### config.mk
export PLATFORM = sky130hd
export DESIGN_NAME = alu_muldiv_control
export DESIGN_NICKNAME = d
export VERILOG_FILES = /design/src/rtl/alu_muldiv_control.sv
export SDC_FILE = /design/constraint.sdc
export NUM_CORES = 1
export LEC_CHECK = 0
export ABC_AREA = 1
export BUFFER_PORTS_ARGS = -buffer_cell sky130_fd_sc_hd__buf_2
export CAP_MARGIN = 20
export CORE_ASPECT_RATIO = 1.5
export CORE_UTILIZATION = 44
export CTS_BUF_LIST = sky130_fd_sc_hd__clkbuf_8
export DETAILED_ROUTE_END_ITERATION = 8
export PLACE_DENSITY = 0.7
export SYNTH_ARGS = -nofsm -noshare
export SYNTH_HDL_FRONTEND = slang
export SYNTH_SLANG_ARGS = --single-unit
### constraint.sdc
create_clock -name clk_i -period 6.7 [get_ports clk_i]
set_input_delay 0.335 -clock clk_i [delete_from_list [all_inputs] [get_ports clk_i]]
set_output_delay 0.335 -clock clk_i [all_outputs]
set_load 0.01 [all_outputs]
### src/rtl/alu_muldiv_control.sv
// MIPS ALU control decode plus an iterative MULT/MULTU/DIV/DIVU sequencer owning HI/LO.
// Optional MTHI/MTLO support is compiled in when MTHILO_EN is defined.
module alu_muldiv_control #(
    parameter int unsigned WIDTH      = 32,
    parameter int unsigned ALU_CTRL_W = 4
) (
    input  logic                  clk_i,
    input  logic                  rst_ni,
    input  logic [1:0]            alu_op_i,
    input  logic [5:0]            funct_i,
    input  logic                  instr_valid_i,
    input  logic [WIDTH-1:0]      rs_val_i,
    input  logic [WIDTH-1:0]      rt_val_i,
    output logic [ALU_CTRL_W-1:0] alu_ctrl_o,
    output logic                  jr_ctrl_o,
    output logic                  stall_o,
    output logic                  done_o,
    output logic [WIDTH-1:0]      hi_o,
    output logic [WIDTH-1:0]      lo_o
);

    localparam int unsigned CntW = $clog2(WIDTH);

    typedef enum logic [1:0] {StIdle, StIter, StFix, StDone} state_e;

    state_e            state_q;
    logic [CntW-1:0]   cnt_q;
    logic [WIDTH-1:0]  hi_q, lo_q;
    logic              done_q;
    logic [WIDTH-1:0]  acc_q;      // partial product high half / partial remainder
    logic [WIDTH-1:0]  mq_q;       // multiplier / dividend-then-quotient
    logic [WIDTH-1:0]  b_q;        // multiplicand / divisor magnitude
    logic              is_div_q;
    logic              res_neg_q;  // product or quotient needs negation
    logic              rem_neg_q;

    logic [3:0]        ctrl4;
    logic              rtype, muldiv_req, mf_req, hold_req;
    logic              op_signed, op_div, a_neg, b_neg, div_zero;
    logic [WIDTH-1:0]  a_mag, b_mag;
    logic [WIDTH:0]    mul_sum, div_shift;
    logic              div_ge;
    logic [WIDTH-1:0]  div_rem;
    logic [2*WIDTH-1:0] prod, prod_fix;
    logic [WIDTH-1:0]  hi_d, lo_d;

    // ALU control decode
    always_comb begin
        ctrl4 = 4'b0010;
        case (alu_op_i)
            2'b00: ctrl4 = 4'b0010;
            2'b01: ctrl4 = 4'b0110;
            2'b10: begin
                case (funct_i)
                    6'b100000: ctrl4 = 4'b0010;
                    6'b100010: ctrl4 = 4'b0110;
                    6'b100100: ctrl4 = 4'b0000;
                    6'b100101: ctrl4 = 4'b0001;
                    6'b100110: ctrl4 = 4'b0011;
                    6'b100111: ctrl4 = 4'b1100;
                    6'b101010: ctrl4 = 4'b0111;
                    6'b101011: ctrl4 = 4'b1000;
                    default:   ctrl4 = 4'b0010;
                endcase
            end
            default: ctrl4 = 4'b0010;
        endcase
    end

    assign alu_ctrl_o = ALU_CTRL_W'(ctrl4);
    assign rtype      = (alu_op_i == 2'b10);
    assign jr_ctrl_o  = rtype && (funct_i == 6'b001000);
    assign muldiv_req = instr_valid_i && rtype && (funct_i[5:2] == 4'b0110);
    assign mf_req     = instr_valid_i && rtype &&
                        ((funct_i == 6'b010000) || (funct_i == 6'b010010));

`ifdef MTHILO_EN
    logic mt_req;
    assign mt_req   = instr_valid_i && rtype &&
                      ((funct_i == 6'b010001) || (funct_i == 6'b010011));
    assign hold_req = mf_req || mt_req;
`else
    assign hold_req = mf_req;
`endif

    assign stall_o = (state_q == StIter) || (state_q == StFix) ||
                     ((state_q == StIdle) && muldiv_req) ||
                     ((state_q != StIdle) && hold_req);

    // Operand preparation: funct[0]=1 selects unsigned, funct[1]=1 selects divide
    always_comb begin
        op_signed = ~funct_i[0];
        op_div    = funct_i[1];
        a_neg     = op_signed && rs_val_i[WIDTH-1];
        b_neg     = op_signed && rt_val_i[WIDTH-1];
        a_mag     = a_neg ? -rs_val_i : rs_val_i;
        b_mag     = b_neg ? -rt_val_i : rt_val_i;
        div_zero  = op_div && (rt_val_i == '0);
    end

    // One iteration step for each operation
    always_comb begin
        mul_sum   = {1'b0, acc_q} + (mq_q[0] ? {1'b0, b_q} : '0);
        div_shift = {acc_q, mq_q[WIDTH-1]};
        div_ge    = (div_shift >= {1'b0, b_q});
        div_rem   = div_shift[WIDTH-1:0] - b_q;
    end

    // Sign correction applied in StFix
    always_comb begin
        prod     = {acc_q, mq_q};
        prod_fix = res_neg_q ? -prod : prod;
        if (is_div_q) begin
            lo_d = res_neg_q ? -mq_q : mq_q;
            hi_d = rem_neg_q ? -acc_q : acc_q;
        end else begin
            lo_d = prod_fix[WIDTH-1:0];
            hi_d = prod_fix[2*WIDTH-1:WIDTH];
        end
    end

    always_ff @(posedge clk_i or negedge rst_ni) begin
        if (!rst_ni) begin
            state_q   <= StIdle;
            cnt_q     <= '0;
            hi_q      <= '0;
            lo_q      <= '0;
            done_q    <= 1'b0;
            acc_q     <= '0;
            mq_q      <= '0;
            b_q       <= '0;
            is_div_q  <= 1'b0;
            res_neg_q <= 1'b0;
            rem_neg_q <= 1'b0;
        end else begin
            done_q <= 1'b0;
            unique case (state_q)
                StIdle: begin
                    if (muldiv_req) begin
                        state_q  <= StIter;
                        cnt_q    <= CntW'(WIDTH - 1);
                        acc_q    <= '0;
                        b_q      <= b_mag;
                        is_div_q <= op_div;
                        // Zero divisor: raw dividend falls out as remainder, quotient all ones
                        if (div_zero) begin
                            mq_q      <= rs_val_i;
                            res_neg_q <= 1'b0;
                            rem_neg_q <= 1'b0;
                        end else begin
                            mq_q      <= a_mag;
                            res_neg_q <= a_neg ^ b_neg;
                            rem_neg_q <= a_neg;
                        end
                    end
`ifdef MTHILO_EN
                    else if (mt_req) begin
                        if (funct_i[1]) lo_q <= rs_val_i;
                        else            hi_q <= rs_val_i;
                    end
`endif
                end
                StIter: begin
                    if (is_div_q) begin
                        acc_q <= div_ge ? div_rem : div_shift[WIDTH-1:0];
                        mq_q  <= {mq_q[WIDTH-2:0], div_ge};
                    end else begin
                        acc_q <= mul_sum[WIDTH:1];
                        mq_q  <= {mul_sum[0], mq_q[WIDTH-1:1]};
                    end
                    if (cnt_q == '0) state_q <= StFix;
                    else             cnt_q   <= cnt_q - 1'b1;
                end
                StFix: begin
                    hi_q    <= hi_d;
                    lo_q    <= lo_d;
                    done_q  <= 1'b1;
                    state_q <= StDone;
                end
                StDone: begin
                    state_q <= StIdle;
                end
                default: state_q <= StIdle;
            endcase
        end
    end

    assign done_o = done_q;
    assign hi_o   = hi_q;
    assign lo_o   = lo_q;

endmodule

==> results.py, run 1 <==
metrics = {
    "run_status": {
        "outcome": "finished, final reports clean",
    },
    "drt": {
        "drt.antenna.violating_nets": 0,
        "first_iter_violations": 1476,
        "drcViolationCount": 0,
        "avgViaCountPerCell": 5.542,
        "drt-wirelength-per-cell_um": 20.95,
        "vias": 19860,
        "finalWirelength_um": 75070,
        "drt_pass1_iterations": 6,
    },
    "floorplan": {
        "initial_utilization_pct": 44.69,
        "floorplan.core_area_mm2": 0.03931,
        "die_y_um": 246.7,
        "fp.dieW_um": 165.2,
        "die_area_mm2": 0.04075,
        "floorplan.io_pins": 146,
        "placementRows": 89,
    },
    "logic_synthesis": {
        "synthXorXnorAreaFrac_pct": 3.490,
        "synth_mux_area_share_pct": 0,
        "synthMostInstantiatedCell": "sky130_fd_sc_hd__nand2_1",
        "synth-seq-area-share_pct": 24.36,
        "synth_top_family_by_area": "simple AND/OR/NAND/NOR gates",
        "number_of_synthesized_flops_with_an_enable_pin": 0,
        "synth_top_cells_by_count": "sky130_fd_sc_hd__nand2_1, sky130_fd_sc_hd__inv_1, sky130_fd_sc_hd__nor2_1",
        "dominantRegCellSynth": "sky130_fd_sc_hd__dfrtp_1",
        "synthesis.area_mm2": 0.01757,
        "yosys_cell_types": 52,
        "synth-warning-count": 0,
        "proportion_of_synthesized_flip_flops_having_asynchronous_set_or_reset_pct": 100.0,
        "post-synth-top-area-fraction_pct": 24.36,
        "synth_fp_nets": 3131,
        "synthAdderAreaFrac_pct": 5.641,
        "number_of_cells_produced_by_synthesis": 2978,
        "synth_area_leaders": "sky130_fd_sc_hd__dfrtp_1, sky130_fd_sc_hd__nand2_1, sky130_fd_sc_hd__inv_1",
        "post_synth.cell_area_avg_um2": 5.899,
        "yosys_register_bits": 171,
        "synth_compound_area_share_pct": 12.73,
        "largest_area_contributor_in_the_synthesized_netlist": "sky130_fd_sc_hd__dfrtp_1",
        "synth-simple-area-share_pct": 42.44,
    },
    "timing": {
        "pins_over_slew_limit": 0,
        "worstMarginPinSlew_ns": 1.012,
        "post-route-min-period_ns": 3.469,
        "max_freq_mhz": 288.3,
        "skew_ns": 0.02925,
        "worst_slew_margin_rel_pct": 32.42,
        "report.final.hold_viol_count": 0,
        "fin_setup_tns_ns": 0,
        "grt_setup_unrepaired": "no",
        "finalSetupViolCount": 0,
        "layout_worst_path_cycle_share_pct": 51.78,
    },
    "clock_network": {
        "tritoncts_clock_tree": "done",
        "cts_made_buffers": 17,
        "clk_root_buffer_cell": "sky130_fd_sc_hd__clkbuf_8",
        "cts-htree-levels": 4,
        "postcts_setup_bufs": 0,
        "clock_tree.buffer_depth": 2,
        "clkLatencyLatePin_ns": 0.53,
        "worst_setup_hold_path_clk_slew_ns": 0.12,
        "clkSinkCount": 171,
    },
    "cells_and_area": {
        "finish.net_count": 3222,
        "seqCellArea_mm2": 0.004283,
        "finish.instance_area_mm2": 0.01908,
        "drive_above_1_share_pct": 9.312,
        "multi_input_comb_area_mm2": 0.01130,
        "fillerInstances": 4327,
        "post_synthesis_to_final_layout_area_growth_pct": 8.582,
    },
    "power": {
        "cellPowerDensity_mw_per_mm2": 418.1,
        "clock_power_share_pct": 10.3,
        "power.sequential.fraction_pct": 24.3,
        "max-vdd-ir-drop_mv": 0.2691,
        "leakage_power_summed_over_all_cells_uw": 0.01031,
        "internal_power_uw": 3310,
        "netSwitchingFraction_pct": 58.50,
        "switchingPower_uw": 4665,
        "pwr-share-comb_pct": 65.4,
    },
    "critical_path": {
        "worstSetupEndpoint": "mq_q[25]",
        "reg2reg_setup_slack_ns": 3.23,
        "worst_r2r_path_depth": 8,
        "worstPathMaxFanout": 54,
        "critical_path_launch_point": "state_q[1]",
        "regToRegStartpoint": "state_q[1]",
        "timing.critical_path.required_ns": 7.06,
        "r2r-end": "mq_q[25]",
        "critical_path_arrival_ns": 3.83,
        "sort_of_element_at_the_start_of_the_critical_path": "register",
        "worst_setup_path_end_kind": "register",
        "critical_path_class": "register to register",
    },
    "global_routing": {
        "grt_pass1_wl_um": 112100,
        "gr-total-overflow": 0,
        "grt_max_degree": 91,
        "grt.total_usage_pct": 37.44,
        "number_of_global_route_vias_before_repair": 19120,
        "number_of_antenna_violations_at_the_first_check_in_global_routing": 1,
    },
    "placement": {
        "port-buffer-count": 145,
        "detailedPlacementHpwl_um": 61900,
        "routabilityCongestion": 1.028,
        "place_area_mm2": 0.01864,
    },
    "min_path": {
        "timing.hold.worst.class": "primary input to register",
    },
    "job": {
        "max_cap_violations": 0,
    },
}
power groups by stage:
stage	clock network [µW]	registers, µW	logic, µW
after global routing	861	1980	5800
final	818	1940	5220
after CTS	829	1920	5170
after global placement	0	1920	5140
after floorplan	0	1780	3510
after detailed placement	0	1940	5150
flip-flops by register name (all words and copies together), names as in the netlist:
name	cells
is_div_q	1
cnt_q	5
b_q	32
done_o	1
mq_q	32
lo_o	32
res_neg_q	1
state_q	2
rem_neg_q	1
hi_o	32
acc_q	32
critical path, cell delays in order (launching register included):
cell                      delay, ns
sky130_fd_sc_hd__dfrtp_1       0.40
sky130_fd_sc_hd__inv_1         0.12
sky130_fd_sc_hd__ha_1          0.63
sky130_fd_sc_hd__inv_2         0.58
sky130_fd_sc_hd__a21oi_4       0.28
sky130_fd_sc_hd__buf_4         0.42
sky130_fd_sc_hd__inv_2         0.52
sky130_fd_sc_hd__nor2_1        0.23
sky130_fd_sc_hd__a22oi_1       0.09
through the flow:
step | total power (µW) | setup WS [ns] | std cells | utilization, % | hold WS, ns
global placement | 7059 | 3.400 | 3549 | 47.43 | 0.3234
floorplan | 5295 | 4.164 | 2978 | - | 0.03941
global route | 8638 | 2.995 | 3583 | 48.53 | 0.1148
detailed placement | 7086 | 3.343 | 3549 | 47.43 | 0.3222
finish | 7975 | 3.231 | 3583 | 48.53 | 0.1003
CTS | 7911 | 3.308 | 3582 | 48.52 | 0.08247
layout by cell type, fill, tap and decap left out, types with 4 or more instances in the layout:
cell	netlist	routed
sky130_fd_sc_hd__buf_4	1	13
sky130_fd_sc_hd__xor2_1	56	56
sky130_fd_sc_hd__o21bai_1	18	18
sky130_fd_sc_hd__clkbuf_8	0	18
sky130_fd_sc_hd__a22oi_1	12	12
sky130_fd_sc_hd__clkinv_1	5	4
sky130_fd_sc_hd__inv_2	21	23
sky130_fd_sc_hd__o21ai_0	169	169
sky130_fd_sc_hd__nand3_2	6	6
sky130_fd_sc_hd__dfrtp_1	171	170
sky130_fd_sc_hd__nor2_4	6	6
sky130_fd_sc_hd__o31ai_1	4	4
sky130_fd_sc_hd__o21ai_2	4	4
sky130_fd_sc_hd__nand2_2	14	14
sky130_fd_sc_hd__a21oi_1	125	125
sky130_fd_sc_hd__nor2_2	19	19
sky130_fd_sc_hd__nand4_1	49	49
sky130_fd_sc_hd__xnor2_1	14	14
sky130_fd_sc_hd__or2_2	5	5
sky130_fd_sc_hd__nor4_1	8	8
sky130_fd_sc_hd__nor3_1	31	31
sky130_fd_sc_hd__nand3b_1	18	18
sky130_fd_sc_hd__and2_1	5	5
sky130_fd_sc_hd__a21oi_2	5	5
sky130_fd_sc_hd__o21ai_1	23	23
sky130_fd_sc_hd__nor2_1	335	335
sky130_fd_sc_hd__buf_2	11	144
sky130_fd_sc_hd__inv_1	402	401
sky130_fd_sc_hd__inv_6	0	5
sky130_fd_sc_hd__nand2_1	937	937
sky130_fd_sc_hd__nand3_1	294	294
sky130_fd_sc_hd__ha_1	76	75
sky130_fd_sc_hd__a31oi_1	28	28
sky130_fd_sc_hd__o21a_1	4	4
kinds of logic after synthesis:
logic type               after synthesis
AO/OA/AOI/OAI                        403
XOR/XNOR                              70
adder cells (fa/ha/maj)               78
buffers and inverters                515
flip-flops                           171
AND/OR/NAND/NOR                     1741
repair_timing:
item,4_1_cts,5_1_grt
hold endpoints to repair,58,0
resized for setup,0,0
hold buffers,1,0
how the worst min path moves through the flow:
stage	to	from	cells past startpoint
2_1_floorplan	acc_q[0]	rst_ni	0
3_3_place_gp	hi_o[30]	rst_ni	1
3_5_place_dp	hi_o[30]	rst_ni	1
4_1_cts	b_q[29]	rt_val_i[29]	4
5_1_grt	b_q[29]	rt_val_i[29]	4
6_report	b_q[29]	rt_val_i[29]	4
cell type report:
| type | instances | area share (%) |
|---|---|---|
| diodes | 1 | 0.01312 |
| clock buffers | 18 | 1.299 |
| clock inverters | 14 | 0.8986 |
| inverters | 428 | 8.422 |
| multi-input cells | 2292 | 59.24 |
| flip-flops and latches | 171 | 22.45 |
| well taps | 500 | 3.280 |
| repair buffers | 159 | 4.401 |
metal layers:
layer / routed length (µm) / up-vias / global-route usage, %
li1: - / 9714 / -
met1: 26300 / 9190 / 37.65
met2: 38190 / 691 / 67.79
met3: 3581 / 262 / 4.764
met4: 6989 / 0 / 30.90
met5: 0 / - / 0
No activity file was read; power rests on OpenSTA's default activity.
==> run 2: changes to the inputs <==
- clock period: 6.7 -> 3.6 ns (I/O delays scaled with it)
==> run 2 against run 1 <==
Effect of this change: via count rose by 3.3%; utilization up 1.6 points; setup slack worse by 3.1 ns; sequential share of layout area fell by 0.72 points; hold slack lost 0.097 ns; flip-flop and latch count unchanged; first-iteration DRC count fell by 0.20%; routed wire length increased by 5.5%; maximum frequency is essentially flat; critical path type unchanged; critical endpoint is now acc_q[15]; highest routed layer unchanged.
==> results.py, run 2 (synthesized netlist as in run 1, its figures left out) <==
metrics = {
    "run_status": {
        "outcome": "finished, final reports clean",
    },
    "timing": {
        "post-route-min-period_ns": 3.468,
        "finalSetupViolCount": 0,
        "worstMarginPinSlew_ns": 0.9964,
        "skew_ns": 0.02601,
        "worst_slew_margin_rel_pct": 33.58,
        "layout_worst_path_cycle_share_pct": 96.34,
        "report.final.hold_viol_count": 0,
        "fin_setup_tns_ns": 0,
        "grt_setup_unrepaired": "no",
        "max_freq_mhz": 288.3,
        "pins_over_slew_limit": 0,
    },
    "cells_and_area": {
        "seqCellArea_mm2": 0.004283,
        "drive_above_1_share_pct": 10.87,
        "fillerInstances": 4258,
        "antenna_cells": 0,
        "finish.net_count": 3295,
        "layout_commonest_cell": "sky130_fd_sc_hd__nand2_1",
        "multi_input_comb_area_mm2": 0.01130,
        "final_cell_mix": "sky130_fd_sc_hd__nand2_1, sky130_fd_sc_hd__inv_1, sky130_fd_sc_hd__nor2_1, sky130_fd_sc_hd__nand3_1, sky130_fd_sc_hd__dfrtp_1",
        "fraction_of_the_core_area_covered_by_cells_at_the_end_of_the_flow_pct": 50.13,
        "post_synthesis_to_final_layout_area_growth_pct": 12.17,
    },
    "clock_network": {
        "clock_tree.buffer_depth": 2,
        "cts-htree-levels": 4,
        "clk_root_buffer_cell": "sky130_fd_sc_hd__clkbuf_8",
        "clkSinkCount": 171,
        "postcts_setup_bufs": 0,
        "worst_setup_hold_path_clk_slew_ns": 0.11,
        "tritoncts_clock_tree": "done",
        "clkLatencyLatePin_ns": 0.54,
        "cts_made_buffers": 17,
    },
    "floorplan": {
        "die_area_mm2": 0.04075,
        "floorplan.core_area_mm2": 0.03931,
        "fp.dieW_um": 165.2,
        "placementRows": 89,
        "die_y_um": 246.7,
        "floorplan.io_pins": 146,
        "initial_utilization_pct": 44.69,
    },
    "drt": {
        "drt.antenna.violating_nets": 0,
        "drcViolationCount": 0,
        "vias": 20520,
        "first_iter_violations": 1473,
        "drt_pass1_iterations": 7,
        "drt-wirelength-per-cell_um": 21.67,
        "avgViaCountPerCell": 5.613,
        "finalWirelength_um": 79200,
    },
    "power": {
        "pwr-share-comb_pct": 67.9,
        "leakage_power_summed_over_all_cells_uw": 0.01069,
        "switchingPower_uw": 8941,
        "netSwitchingFraction_pct": 58.02,
        "cellPowerDensity_mw_per_mm2": 782.1,
        "clock_power_share_pct": 10.3,
        "power.sequential.fraction_pct": 21.8,
        "max-vdd-ir-drop_mv": 0.4307,
        "power.total_uw": 15410,
        "internal_power_uw": 6471,
    },
    "critical_path": {
        "sort_of_element_at_the_start_of_the_critical_path": "register",
        "worst_path_max_delay_cell": "sky130_fd_sc_hd__dfrtp_1",
        "critical_path_class": "register to register",
        "critical_path_arrival_ns": 3.89,
        "critical_path.cell_chain": "ha_1 -> inv_1 -> fa_1 -> o21ai_1 -> inv_1 -> o21bai_1 -> nand2_1 -> nand3_1 -> nand3_1 -> nand3_1 -> nand2_1",
        "worst_setup_path_end_kind": "register",
        "timing.critical_path.mode_cell": "sky130_fd_sc_hd__nand3_1",
        "cp_slowest_stage_delay_ns": 0.71,
        "reg2reg_setup_slack_ns": 0.13,
        "worstPathMaxFanout": 6,
        "timing.critical_path.required_ns": 4.03,
    },
    "placement": {
        "detailedPlacementHpwl_um": 65140,
        "routabilityCongestion": 1.045,
        "port-buffer-count": 145,
    },
    "global_routing": {
        "grt.total_usage_pct": 39.66,
        "gr-total-overflow": 0,
        "grt_pass1_wl_um": 118500,
        "number_of_global_route_vias_before_repair": 20250,
        "number_of_antenna_violations_at_the_first_check_in_global_routing": 0,
        "grt_max_degree": 112,
    },
    "min_path": {
        "timing.hold.worst.class": "primary input to register",
    },
    "job": {
        "max_cap_violations": 0,
    },
}
==> run 2: layer usage <==
layer	wire, µm	GRT usage, %	up-vias
li1	-	-	9851
met1	26590	37.89	9502
met2	40110	71.66	813
met3	4147	6.273	350
met4	8354	36.27	0
met5	0	0	-
==> run 2: what timing repair did <==
| item | CTS | global route |
|---|---|---|
| hold buffers | 18 | 0 |
| hold endpoints to repair | 96 | 0 |
| resized for setup | 0 | 0 |
==> run 2: area by class of cell <==
type,count,share of cell area [%]
clock inverters,14,0.8952
well taps,500,3.175
multi-input cells,2292,57.34
flip-flops and latches,171,21.73
repair buffers,232,7.448
clock buffers,18,1.257
inverters,428,8.152
==> run 2: path summary, 6_finish.rpt <==
kind | from | end | cells past startpoint
worst max-delay path | acc_q[0] | acc_q[15] | 11
worst min-delay path | rt_val_i[14] | b_q[14] | 3
worst max register to register | acc_q[0] | acc_q[15] | 11
worst min register to register | hi_o[4] | hi_o[4] | 2
max in group asynchronous | rst_ni | lo_o[14] | 3
min in group asynchronous | rst_ni | hi_o[28] | 2
==> run 2: metrics by stage <==
step                cells  cell area (µm²)  setup WS, ns  hold slack (ns)
floorplan            2978            17570         1.064          -0.1156
global placement     3605            19100        0.3470           0.2713
detailed placement   3605            19100        0.2884           0.2706
CTS                  3655            19710        0.2690        0.0003363
global route         3655            19710       0.05658          0.01483
finish               3655            19710        0.1317         0.003542
==> run 2: power groups by stage <==
stage | Sequential, µW | Clock [µW] | Combinational (µW)
detailed placement | 3380 | 0 | 10300
CTS | 3340 | 1600 | 10300
finish | 3360 | 1590 | 10500
global route | 3440 | 1660 | 11500
floorplan | 3320 | 0 | 6540
global placement | 3360 | 0 | 10300
==> run 2: worst max-delay path: cells and delay by family, from the launching register on <==
family | cells | cell delay (ns)
compound gates | 2 | 1.02
fa+ha+maj | 2 | 0.75
flops | 1 | 0.71
simple gates | 5 | 0.66
buf+inv | 2 | 0.21
